**src/rtl/uart_pkg.sv**
```systemverilog
`default_nettype none
// ============================================================================
//  Module      : uart_pkg
//  Description : Shared UART definitions: receive FSM state encoding and the
//                baud divisor computation used by receiver and transmitter.
//  Revision    : 1.0 - initial release
// ============================================================================
package uart_pkg;

  // Receiver frame-tracking states
  typedef enum logic [2:0] {
    ST_IDLE      = 3'd0,
    ST_START     = 3'd1,
    ST_DATA      = 3'd2,
    ST_STOP      = 3'd3,
    ST_WAIT_HIGH = 3'd4
  } uart_state_e;

  // Clocks per oversampling tick, rounded to nearest:
  // round(clk_freq / (baud * ovs)), never below 1.
  function automatic int calc_div(input int clk_freq, input int baud, input int ovs);
    longint den;
    longint q;
    den = longint'(baud) * longint'(ovs);
    q   = (longint'(clk_freq) + den / 2) / den;
    if (q < 1) begin
      q = 1;
    end
    return int'(q);
  endfunction

endpackage
`default_nettype wire

```
**src/rtl/baud_tick_gen.sv**
```systemverilog
`default_nettype none
// ============================================================================
//  Module      : baud_tick_gen
//  Description : Free-running divider producing a one-cycle tick every DIV
//                clocks (oversampling tick for the UART receiver/transmitter).
//  Revision    : 1.0 - initial release
// ============================================================================
module baud_tick_gen #(
  parameter int DIV = 10
) (
  input  logic clk,
  input  logic rst,
  output logic tick
);

  localparam int CW = (DIV > 1) ? $clog2(DIV) : 1;
  localparam logic [CW-1:0] c_last = CW'(DIV - 1);

  logic [CW-1:0] r_cnt;
  logic          w_wrap;

  assign w_wrap = (r_cnt == c_last);
  assign tick   = w_wrap;

  // Count 0..DIV-1 and wrap; never gated so tick phase is continuous
  always_ff @(posedge clk or posedge rst) begin
    if (rst) begin
      r_cnt <= '0;
    end else if (w_wrap) begin
      r_cnt <= '0;
    end else begin
      r_cnt <= r_cnt + CW'(1);
    end
  end

endmodule
`default_nettype wire

```
**src/rtl/uart_rx.sv**
```systemverilog
`default_nettype none
// ============================================================================
//  Module      : uart_rx
//  Description : 8N1-style UART receiver, 16x oversampled. Synchronizes the
//                rx pin, tracks frames with a small FSM and presents each
//                good byte with a one-cycle strobe; bad stop bits raise a
//                one-cycle frame error and wait for the line to go idle.
//  Revision    : 1.0 - initial release
// ============================================================================
module uart_rx
  import uart_pkg::*;
#(
  parameter int CLK_FREQ  = 50_000_000,
  parameter int BAUD      = 19_200,
  parameter int DATA_BITS = 8,
  parameter int OVS       = 16
) (
  input  logic                 clk,
  input  logic                 rst,
  input  logic                 rx,
  output logic [DATA_BITS-1:0] rx_data,
  output logic                 rx_done_tick,
  output logic                 frame_err
);

  localparam int DIV = calc_div(CLK_FREQ, BAUD, OVS);
  localparam int SW  = (OVS > 1) ? $clog2(OVS) : 1;
  localparam int NW  = (DATA_BITS > 1) ? $clog2(DATA_BITS) : 1;

  localparam logic [SW-1:0] c_s_half = SW'(OVS / 2 - 1);
  localparam logic [SW-1:0] c_s_last = SW'(OVS - 1);
  localparam logic [NW-1:0] c_n_last = NW'(DATA_BITS - 1);

  // Synchronizer and tick
  logic [1:0]           r_sync;
  logic                 w_rx_s;
  logic                 w_tick;

  // FSM state and datapath registers
  uart_state_e          r_state;
  uart_state_e          w_state_nxt;
  logic [SW-1:0]        r_s;
  logic [SW-1:0]        w_s_nxt;
  logic [NW-1:0]        r_n;
  logic [NW-1:0]        w_n_nxt;
  logic [DATA_BITS-1:0] r_b;
  logic [DATA_BITS-1:0] w_b_nxt;
  logic [DATA_BITS-1:0] r_data;
  logic [DATA_BITS-1:0] w_data_nxt;
  logic                 r_done;
  logic                 w_done_nxt;
  logic                 r_ferr;
  logic                 w_ferr_nxt;

  assign w_rx_s       = r_sync[1];
  assign rx_data      = r_data;
  assign rx_done_tick = r_done;
  assign frame_err    = r_ferr;

  baud_tick_gen #(
    .DIV (DIV)
  ) u_tick (
    .clk  (clk),
    .rst  (rst),
    .tick (w_tick)
  );

  // Two-flop synchronizer for the asynchronous pin; resets to idle level
  always_ff @(posedge clk or posedge rst) begin
    if (rst) begin
      r_sync <= 2'b11;
    end else begin
      r_sync <= {r_sync[0], rx};
    end
  end

  // FSM and datapath registers; outputs are registered here as well
  always_ff @(posedge clk or posedge rst) begin
    if (rst) begin
      r_state <= ST_IDLE;
      r_s     <= '0;
      r_n     <= '0;
      r_b     <= '0;
      r_data  <= '0;
      r_done  <= 1'b0;
      r_ferr  <= 1'b0;
    end else begin
      r_state <= w_state_nxt;
      r_s     <= w_s_nxt;
      r_n     <= w_n_nxt;
      r_b     <= w_b_nxt;
      r_data  <= w_data_nxt;
      r_done  <= w_done_nxt;
      r_ferr  <= w_ferr_nxt;
    end
  end

  // Next-state and datapath decisions; strobes default low every cycle
  always_comb begin
    w_state_nxt = r_state;
    w_s_nxt     = r_s;
    w_n_nxt     = r_n;
    w_b_nxt     = r_b;
    w_data_nxt  = r_data;
    w_done_nxt  = 1'b0;
    w_ferr_nxt  = 1'b0;

    case (r_state)
      ST_IDLE: begin
        if (!w_rx_s) begin
          w_state_nxt = ST_START;
          w_s_nxt     = '0;
        end
      end

      ST_START: begin
        if (w_tick) begin
          if (r_s == c_s_half) begin
            // Mid start bit: still low means a real frame, high was a glitch
            if (!w_rx_s) begin
              w_state_nxt = ST_DATA;
              w_s_nxt     = '0;
              w_n_nxt     = '0;
            end else begin
              w_state_nxt = ST_IDLE;
            end
          end else begin
            w_s_nxt = r_s + SW'(1);
          end
        end
      end

      ST_DATA: begin
        if (w_tick) begin
          if (r_s == c_s_last) begin
            w_b_nxt = {w_rx_s, r_b[DATA_BITS-1:1]};
            w_s_nxt = '0;
            if (r_n == c_n_last) begin
              w_state_nxt = ST_STOP;
            end else begin
              w_n_nxt = r_n + NW'(1);
            end
          end else begin
            w_s_nxt = r_s + SW'(1);
          end
        end
      end

      ST_STOP: begin
        if (w_tick) begin
          if (r_s == c_s_last) begin
            if (w_rx_s) begin
              w_data_nxt  = r_b;
              w_done_nxt  = 1'b1;
              w_state_nxt = ST_IDLE;
            end else begin
              // Stop bit low: report once, then wait out the break
              w_ferr_nxt  = 1'b1;
              w_state_nxt = ST_WAIT_HIGH;
            end
          end else begin
            w_s_nxt = r_s + SW'(1);
          end
        end
      end

      ST_WAIT_HIGH: begin
        if (w_rx_s) begin
          w_state_nxt = ST_IDLE;
        end
      end

      default: begin
        w_state_nxt = ST_IDLE;
      end
    endcase
  end

endmodule
`default_nettype wire
```
**config.mk**
```make
export PLATFORM = sky130hd
export DESIGN_NAME = uart_rx
export DESIGN_NICKNAME = d
export VERILOG_FILES = /design/src/rtl/uart_pkg.sv /design/src/rtl/baud_tick_gen.sv /design/src/rtl/uart_rx.sv
export SDC_FILE = /design/constraint.sdc
export NUM_CORES = 1
export LEC_CHECK = 0
export CORE_UTILIZATION = 57
export CTS_CLUSTER_DIAMETER = 80
export DETAILED_ROUTE_END_ITERATION = 8
export PLACE_DENSITY_LB_ADDON = 0.25
export SYNTH_ARGS = -nofsm -noshare
export SYNTH_HDL_FRONTEND = slang
export SYNTH_SLANG_ARGS = --single-unit
```
**constraint.sdc**
```tcl
create_clock -name clk -period 2.3 [get_ports clk]
set_clock_uncertainty 0.05 [all_clocks]
set_input_delay 0.46 -clock clk [delete_from_list [all_inputs] [get_ports clk]]
set_output_delay 0.46 -clock clk [all_outputs]
set_load 0.1 [all_outputs]
```
-- Word level (Yosys, flattened, before mapping)
Cells that the tools add are included.
Widths: inputs -> output; s select.
- output and inout bits: 10
- bits of input ports: 3
- flip-flop bits (word level): 38
- add/sub/neg operators: 3
- equality and inequality tests: 20
- reduce and logical (&&, ||, !) cells: 8
- muxes and demuxes: 36
- operators with widths (cell ; count):
    $mux 3 ; 16
    $mux 4 ; 7
    $ne 2x2->1 const B ; 9
    $pmux 4 s4 ; 1
    $pmux 3 s5 ; 1
    $reduce_and 9->1 ; 1
    $add 8x1->8 const B ; 1
    $eq 8x8->1 const B ; 1
    $mux 1 ; 8
    $mux 8 ; 1
    $reduce_and 7->1 ; 1
    $eq 3x2->1 const B ; 2
    $eq 3x3->1 const B ; 2
    $ne 2x1->1 const B ; 3
    $pmux 3 s2 ; 1
    $reduce_and 5->1 ; 1
    $add 4x1->4 const B ; 1
    $eq 4x3->1 const B ; 1
    $eq 4x4->1 const B ; 1
    $reduce_and 4->1 ; 1
    $reduce_bool 4->1 ; 1
    $add 3x1->3 const B ; 1
    $eq 3x1->1 const B ; 1
    $logic_not 3->1 ; 1
    other kinds (3) ; 3

-- Depth between registers and ports, before layout
Gate-level depths: netlist (run 1).
- word-level depth: 5
- depth in mapped cells: 7
- mapped depth without buffers: 7

-- Cells and area by module
From an unflattened synthesis (run 1), not the netlist that was laid out.
- cells, all modules: 152
- area total of the unflattened synthesis: 1846.8 µm²
- modules (own cells, without submodules) (module ; seq. area each (µm²) ; times used ; area each (µm²) ; cells each):
    uart_rx ; 753.2 ; 1 ; 1436.4 ; 114
    baud_tick_gen ; 200.2 ; 1 ; 410.4 ; 38

-- Least setup slack after synthesis (run 1)
Ideal clock, no wire load.
- path type: register to register
- start point: register u_tick.r_cnt[2]
- end point: register r_n[0]
- period minus slack after synthesis: 1913 ps
- required time: 2125 ps
- stages on the path, launching flop included: 7
- path slack: 387 ps
- arrival time: 1738 ps
- path through: dfrtp_1 > nand4bb_1 > nor4b_2 > buf_4 > a21oi_1 > or3_4 > mux2_4
- cells in the longest elaborated chain, start to end: 3
- elaborated cells between the ends (all ways): 4
- those cells by class: eq/ne (3); reduce/logical (1)
- RTL lines (what ; line ; RTL):
    start, declared ; baud_tick_gen.sv:19 ; logic [CW-1:0] r_cnt;
    start signal, assigned ; baud_tick_gen.sv:32 ; r_cnt <= r_cnt + CW'(1);
    $eq 8x8->1 * ; baud_tick_gen.sv:22 ; assign w_wrap = (r_cnt == c_last);
    $ne 2x1->1 (no line) ; - ;
    $reduce_and 7->1 (no line) * ; - ;
    end signal, assigned ; uart_rx.sv:90 ; r_n <= w_n_nxt;
    end, declared ; uart_rx.sv:44 ; logic [NW-1:0] r_n;
Mark *: on every way between the ends. The rest lies on a longest branch, timed or not.
A chain may end at the register's enable or synchronous reset.

-- Worst setup path in the final report (run 1)
- start point: register u_tick.r_cnt[2]
- end point: register r_data[2] (netlist: rx_data[2])
- cells in the longest elaborated chain, start to end: 2
- RTL lines (what ; line ; RTL):
    $eq 8x8->1 ; baud_tick_gen.sv:22 ;
    $reduce_and 4->1 (no line) ; - ;
    end signal, assigned ; uart_rx.sv:92 ; r_data <= w_data_nxt;
    end, declared ; uart_rx.sv:48 ; logic [DATA_BITS-1:0] r_data;
No other way between the ends.

==> results.txt, run 1 <==
Resized cells post-CTS = 0
Ant diodes = 0
Port bufs = 12
Max H-tree Level = 2
Syn_nets = 169
Post-synth top area share = 0.501
Critical path data arrival time = 2340 ps
CTS Buf Count = 5
Via Count = 1238
Post-synthesis xor/xnor area fraction = 0.0438
Max-cap viol count = 0
First-pass GRT wire length = 5420 um
Post-CTS Hold Buffers = 0
Ports = 13
Routed len/inst = 13.9 um
Share of flip-flops with an asynchronous set or reset after synthesis = 1.00
Synthesized area = 1800 sq um
Die height = 58.2 um
Yosys warning total = 0
Gate Count Post-Synth = 161
Yosys reg bits = 38
EDFF count, synth = 0
Total track usage = 0.218
DP Area = 1930 sq um
Power per cell area = 577 nW/um^2
Initial core utilization = 0.594
Minimum clock period = 2150 ps
Final setup vio count = 0
Maximum root-to-sink buffer count = 2
Drc violations = 0
Chip Width = 58.2 um
Crit end category = flip-flop
Slew Limit Fails = 0
Setup ws final = 147 ps
Fillers = 244
Crit Path Max Fanout = 11
Routability cong. = 0.852
Post-route cell area = 2010 sq um
Starting DRC count in detailed routing = 31
GR Overflow Total = 0
Drt pass-1 iters = 4
Rel. slew slack = 0.692
Hpwl dp = 2050 um
Placeable Area = 3030 sq um
TritonCTS clock tree = built
Worst vdd ir = 0.456 mV
Placement Rows = 20
Top post-synthesis cells by area = dfrtp_1 (50%), mux2_2 (11%), nor2_1 (3.8%)
Most common flop cell mapped by yosys = dfrtp_1
Simple-gate share of the synthesized area = 0.159
Skew-Pair Late Insertion Delay = 350 ps
Compound-Gate Fraction of Synth Area = 0.0759
Cell taking the most area after synthesis = dfrtp_1
Multi-input gate area = 791 sq um
Critical Path Source Type = flip-flop
Largest family of logic cells by synthesized area = simple AND/OR/NAND/NOR gates
Mapped Avg Cell Area = 11.2 sq um
Layout cells sized above 1 = 0.251
Routed wire length = 3050 um
Critical setup path kind = flip-flop to flip-flop
Final ANT Viol Nets = 0
Slew @ Worst Pin = 462 ps
Vias per cell = 5.65
Post-synthesis mux area share = 0.126
Initial antenna violation count = 0
Setup TNS Final = 0 ps
Vias in the first global route = 1223
Clock Tree Root = clkbuf_4
Outcome = completed
Die area = 3380 sq um
Post CTS Setup Buffer Count = 0
Syn-to-layout area delta = 12.0%
Final Util = 0.665
RSZ-0062 raised after global routing = no
Pin count of the biggest net entering global routing = 39
Data required, critical path = 2490 ps
Clk sink count = 38
Clock-pin slew on the worst setup and hold paths = 120 ps
Sequential-to-total area share from yosys stat = 0.530
Final Hold Vio Count = 0
Hold Crit Class = flip-flop to flip-flop
Final #Nets = 183
Pre-CTS WS = 75.0 ps
Final Power = 1160 uW
Fmax = 0.464 GHz
Count of different cell masters after synthesis = 44
Final period util = 0.936
Leak = 0.000982 uW
Storage element area = 953 sq um
Post-Synth Adder-Cell Area = 0.0348
layout by cell type (no fill, tap or decap), types with 2 or more instances in the layout:
cell,netlist,final
dfstp_2,2,2
clkdlybuf4s50_1,0,2
xnor2_1,5,5
mux2i_1,2,2
a21oi_1,4,4
clkbuf_4,0,5
dfrtp_1,36,36
mux2_2,17,17
nor2_1,18,18
buf_4,1,12
o21ai_0,4,4
ha_1,5,5
nand2_1,15,15
nor3_1,2,2
inv_1,6,6
nand3_1,5,5
and3_1,3,2
xor2_1,4,4
synthesized netlist by cell type, types with 2 or more instances:
cell type	instances
xnor2_1	5
ha_1	5
mux2i_1	2
dfrtp_1	36
buf_2	2
mux2_2	17
inv_1	6
o21ai_0	4
nor2_1	18
a21oi_1	4
nand3_1	5
xor2_1	4
clkbuf_1	4
nor3_1	2
and3_1	3
nand2_1	15
dfstp_2	2
routing by layer:
metal | global-route usage | vias to the layer above | wire length (um) | part of all wire
li1 | - | 584 | - | -
met1 | 0.269 | 623 | 1370 | 0.45
met2 | 0.343 | 25 | 1510 | 0.50
met3 | 0.0625 | 6 | 109 | 0.036
met4 | 0.122 | 0 | 60 | 0.020
met5 | 0 | - | 0 | 0
final cells by class:
type,count,area share
multi-input cells,110,0.393
flip-flops and latches,38,0.474
clock buffers,6,0.0255
repair buffers,14,0.0547
clock inverters,1,0.0149
well taps,44,0.0273
inverters,6,0.0112
per-stage QoR:
stage	hold slack, ps	instances
after floorplan	295	161
after global placement	296	212
after global routing	321	219
after CTS	319	219
after detailed placement	303	212
final	314	219
final timing paths:
kind / startpoint / endpoint / slack [ps] / depth (start not counted)
worst max-delay path: u_tick.r_cnt[2]$_DFF_PP0_ / rx_data[2]$_DFFE_PP0P_ / 150 / 6
worst min-delay path: r_sync[0]$_DFF_PP1_ / r_sync[1]$_DFF_PP1_ / 310 / 0
worst max register to register: u_tick.r_cnt[2]$_DFF_PP0_ / rx_data[2]$_DFFE_PP0P_ / 150 / 6
worst min register to register: r_sync[0]$_DFF_PP1_ / r_sync[1]$_DFF_PP1_ / 310 / 0
max in group asynchronous: rst / r_sync[0]$_DFF_PP1_ / 1370 / 3
min in group asynchronous: rst / u_tick.r_cnt[4]$_DFF_PP0_ / 460 / 3
sequential cells by signal (all words and copies together), names as in the netlist:
register	flops
rx_data	8
rx_done_tick	1
u_tick.r_cnt	8
r_b	8
r_sync	2
r_s	4
r_state	3
r_n	3
frame_err	1
worst max-delay path: stages, from the launching register on:
cell and delay [ps]:
dfrtp_1 440, nand4bb_1 250, nor4b_2 250, buf_4 210
and2_1 150, and3_2 320, mux2_2 370
power breakdown:
group	internal [uW]	total (uW)	switching, uW
Sequential	671	674	2.84
Combinational	5.37	18.7	13.3
Clock	253	468	215
cells by family (layout without fill, tap and decap cells):
family / count (synthesis) / count (layout)
XOR/XNOR: 9 / 9
buffers and inverters: 13 / 27
flip-flops: 38 / 38
multiplexers: 20 / 20
AND/OR/NAND/NOR: 56 / 56
AO/OA/AOI/OAI: 20 / 20
adder cells (fa/ha/maj): 5 / 5
(Power assumes the default switching activity.)
==> run 2: changes to the inputs <==
SYNTH_HIERARCHICAL = 1   (was unset)
==> run 2 against run 1 <==
  * Cell count is 1.4% lower
  * Sequential power about the same
  * Power increased by 9.3%
  * Setup slack got worse by 37 ps
  * Global-route usage down 0.60 points
  * Critical endpoint is now rx_data[6]$_DFFE_PP0P_
==> results.txt, run 2 <==
Outcome = completed
Crit path largest cell delay = 420 ps (-20 ps)
Post-layout instance count excluding filler cells = 216 (-1.4%)
Syn_nets = 160 (-5.3%)
Slew Limit Fails = 0 (unchanged)
Initial core utilization = 0.605 (+0.0111)
Mapped Avg Cell Area = 12.1 sq um (+8.8%)
Minimum clock period = 2190 ps (+36.7 ps)
Hold Crit Class = flip-flop to flip-flop
Resized cells post-CTS = 0 (unchanged)
Die area = 3470 sq um (+2.6%)
EDFF count, synth = 0 (unchanged)
Post-synth top area share = 0.488 (-0.0132)
Starting DRC count in detailed routing = 30 (-3.2%)
Multi-input gate area = 821 sq um (+3.8%)
Critical Path Source Type = flip-flop
Storage element area = 953 sq um (unchanged)
Routed len/inst = 14.9 um (+7.3%)
Total track usage = 0.212 (-0.00599)
CTS Buf Count = 5 (unchanged)
Final ANT Viol Nets = 0 (unchanged)
Yosys reg bits = 38 (unchanged)
Count of different cell masters after synthesis = 44 (unchanged)
Final Hold Vio Count = 0 (unchanged)
Top post-synthesis cells by area = dfrtp_1 (49%), mux2_1 (10%), ha_1 (3.4%)
Syn-to-layout area delta = 14.6%
Sequential-to-total area share from yosys stat = 0.516 (-0.0140)
Worst path bufs/invs = 0 (-1)
Routed wire length = 3230 um (+5.8%)
Rel. slew slack = 0.678 (-0.0137)
Crit-path slowest cell = or3_4
Power per cell area = 600 nW/um^2 (+4.0%)
Pre-CTS WS = 62.8 ps (-12.3 ps)
Fmax = 0.457 GHz (-1.7%)
Setup TNS Final = 0 ps (unchanged)
Maximum root-to-sink buffer count = 2 (unchanged)
Grt met2 use = 0.375 (+0.0318)
Synthesized area = 1850 sq um (+2.7%)
Final setup vio count = 0 (unchanged)
Dpl cells = 206 (-2.8%)
Final #Nets = 179 (-2.2%)
Chip Width = 58.9 um (+1.3%)
Register-to-Register Path Depth = 6 (unchanged)
Yosys warning total = 6 (+6)
Clk sink count = 38 (unchanged)
Hold path depth = 0 (unchanged)
Post-synth top cells = dfrtp_1 (36), mux2_1 (17), inv_1 (9), nor2_1 (9), nand2_1 (8)
Max H-tree Level = 2 (unchanged)
Drc violations = 0 (unchanged)
RSZ-0062 raised after global routing = no
Routability cong. = 0.818 (-4.0%)
CP top delay family = simple AND/OR/NAND/NOR gates
Placement Rows = 20 (unchanged)
Critical path data arrival time = 2380 ps (+40 ps)
Drt pass-1 iters = 4 (unchanged)
Skew-Pair Late Insertion Delay = 340 ps (about the same)
Hpwl dp = 2270 um (+11%)
Fillers = 239 (-2.0%)
Via Count = 1199 (-3.2%)
Data required, critical path = 2490 ps (about the same)
Vias per cell = 5.55 (-1.8%)
Leak = 0.00104 uW (+5.6%)
Crit end category = flip-flop
Final Util = 0.693 (+0.0286)
Top-count cell post-synth = dfrtp_1
TritonCTS clock tree = built
Max-cap viol count = 0 (unchanged)
Cell taking the most area after synthesis = dfrtp_1
Initial antenna violation count = 0 (unchanged)
Met3 usage = 0.0593 (-0.00316)
Setup ws final = 110 ps (-36.7 ps)
Post CTS Setup Buffer Count = 0 (unchanged)
Pin count of the biggest net entering global routing = 31 (-21%)
Clock-pin slew on the worst setup and hold paths = 120 ps (about the same)
Clock Tree Root = clkbuf_4
Share of flip-flops with an asynchronous set or reset after synthesis = 1.00 (unchanged)
Crit Path Max Fanout = 5 (-6)
Critical setup path kind = flip-flop to flip-flop
Post-CTS Hold Buffers = 0 (unchanged)
Vias in the first global route = 1187 (-2.9%)
Most frequent cells in the layout = dfrtp_1 (36), mux2_1 (17), buf_4 (16)
Final Power = 1270 uW (+9.3%)
Ports = 13 (unchanged)
Placeable Area = 3050 sq um (+0.83%)
GR Overflow Total = 0 (unchanged)
Die height = 58.9 um (+1.3%)
Final period util = 0.952 (+0.0160)
Slew @ Worst Pin = 481 ps (+19.6 ps)
Busiest layer in global routing = met2
Gate Count Post-Synth = 152 (-5.6%)
Met1 Use GR = 0.237 (-0.0325)
Most common flop cell mapped by yosys = dfrtp_1
Worst vdd ir = 0.494 mV (+8.4%)
Commonest non-fill, non-tap cell in the layout = dfrtp_1
First-pass GRT wire length = 5260 um (-2.8%)
Layout cells sized above 1 = 0.233 (-0.0189)
WP depth = 6 (unchanged)
Port bufs = 12 (unchanged)
Ant diodes = 0 (unchanged)
Crit-path cells = or3_4, nor3_4, and3_4, and3_2, nand4_4, mux2_1
-- run 2: logic make-up after synthesis --
family / Yosys count / share of synthesized area
and+or+nand+nor: 41 / 0.146
DFF: 38 / 0.516
AOI/OAI and AO/OA: 23 / 0.101
muxes: 22 / 0.133
buffers and inverters: 18 / 0.0461
xor gates and xnor gates: 5 / 0.0237
adders and majority gates: 5 / 0.0339
-- run 2: power by group --
part	internal, uW	switching (uW)
clock	340	232
combinational	7.54	15.4
sequential	671	3.18
-- run 2: per-layer routing --
metal	share of wire	up-vias
met1	0.43	601
met2	0.53	12
met4	0.016	0
met5	0	-
li1	-	582
met3	0.023	4
-- run 2: path summary, 6_finish.rpt --
path	start	end	slack (ps)
hold / removal	r_sync[0]$_DFF_PP1_	r_sync[1]$_DFF_PP1_	320
setup reg to reg	u_tick/r_cnt[6]$_DFF_PP0_	rx_data[6]$_DFFE_PP0P_	110
min in group asynchronous	rst	u_tick/r_cnt[0]$_DFF_PP0_	330
hold reg to reg	r_sync[0]$_DFF_PP1_	r_sync[1]$_DFF_PP1_	320
max in group asynchronous	rst	r_sync[1]$_DFF_PP1_	1430
setup / recovery	u_tick/r_cnt[6]$_DFF_PP0_	rx_data[6]$_DFFE_PP0P_	110
-- run 2: layout make-up --
| class | count | share of cell area |
|---|---|---|
| Inverter | 11 | 0.0195 |
| Clock inverter | 3 | 0.0325 |
| Multi-Input combinational cell | 97 | 0.388 |
| Tap cell | 44 | 0.0260 |
| Timing Repair Buffer | 18 | 0.0662 |
| Sequential cell | 38 | 0.450 |
| Clock buffer | 5 | 0.0177 |
-- run 2: stage by stage --
| step | hold WS [ps] | area, sq um |
|---|---|---|
| after floorplan | 226 | 1850 |
| after detailed placement | 300 | 1990 |
| after CTS | 318 | 2100 |
| final | 316 | 2120 |
| after global placement | 296 | 1990 |
| after global routing | 320 | 2120 |
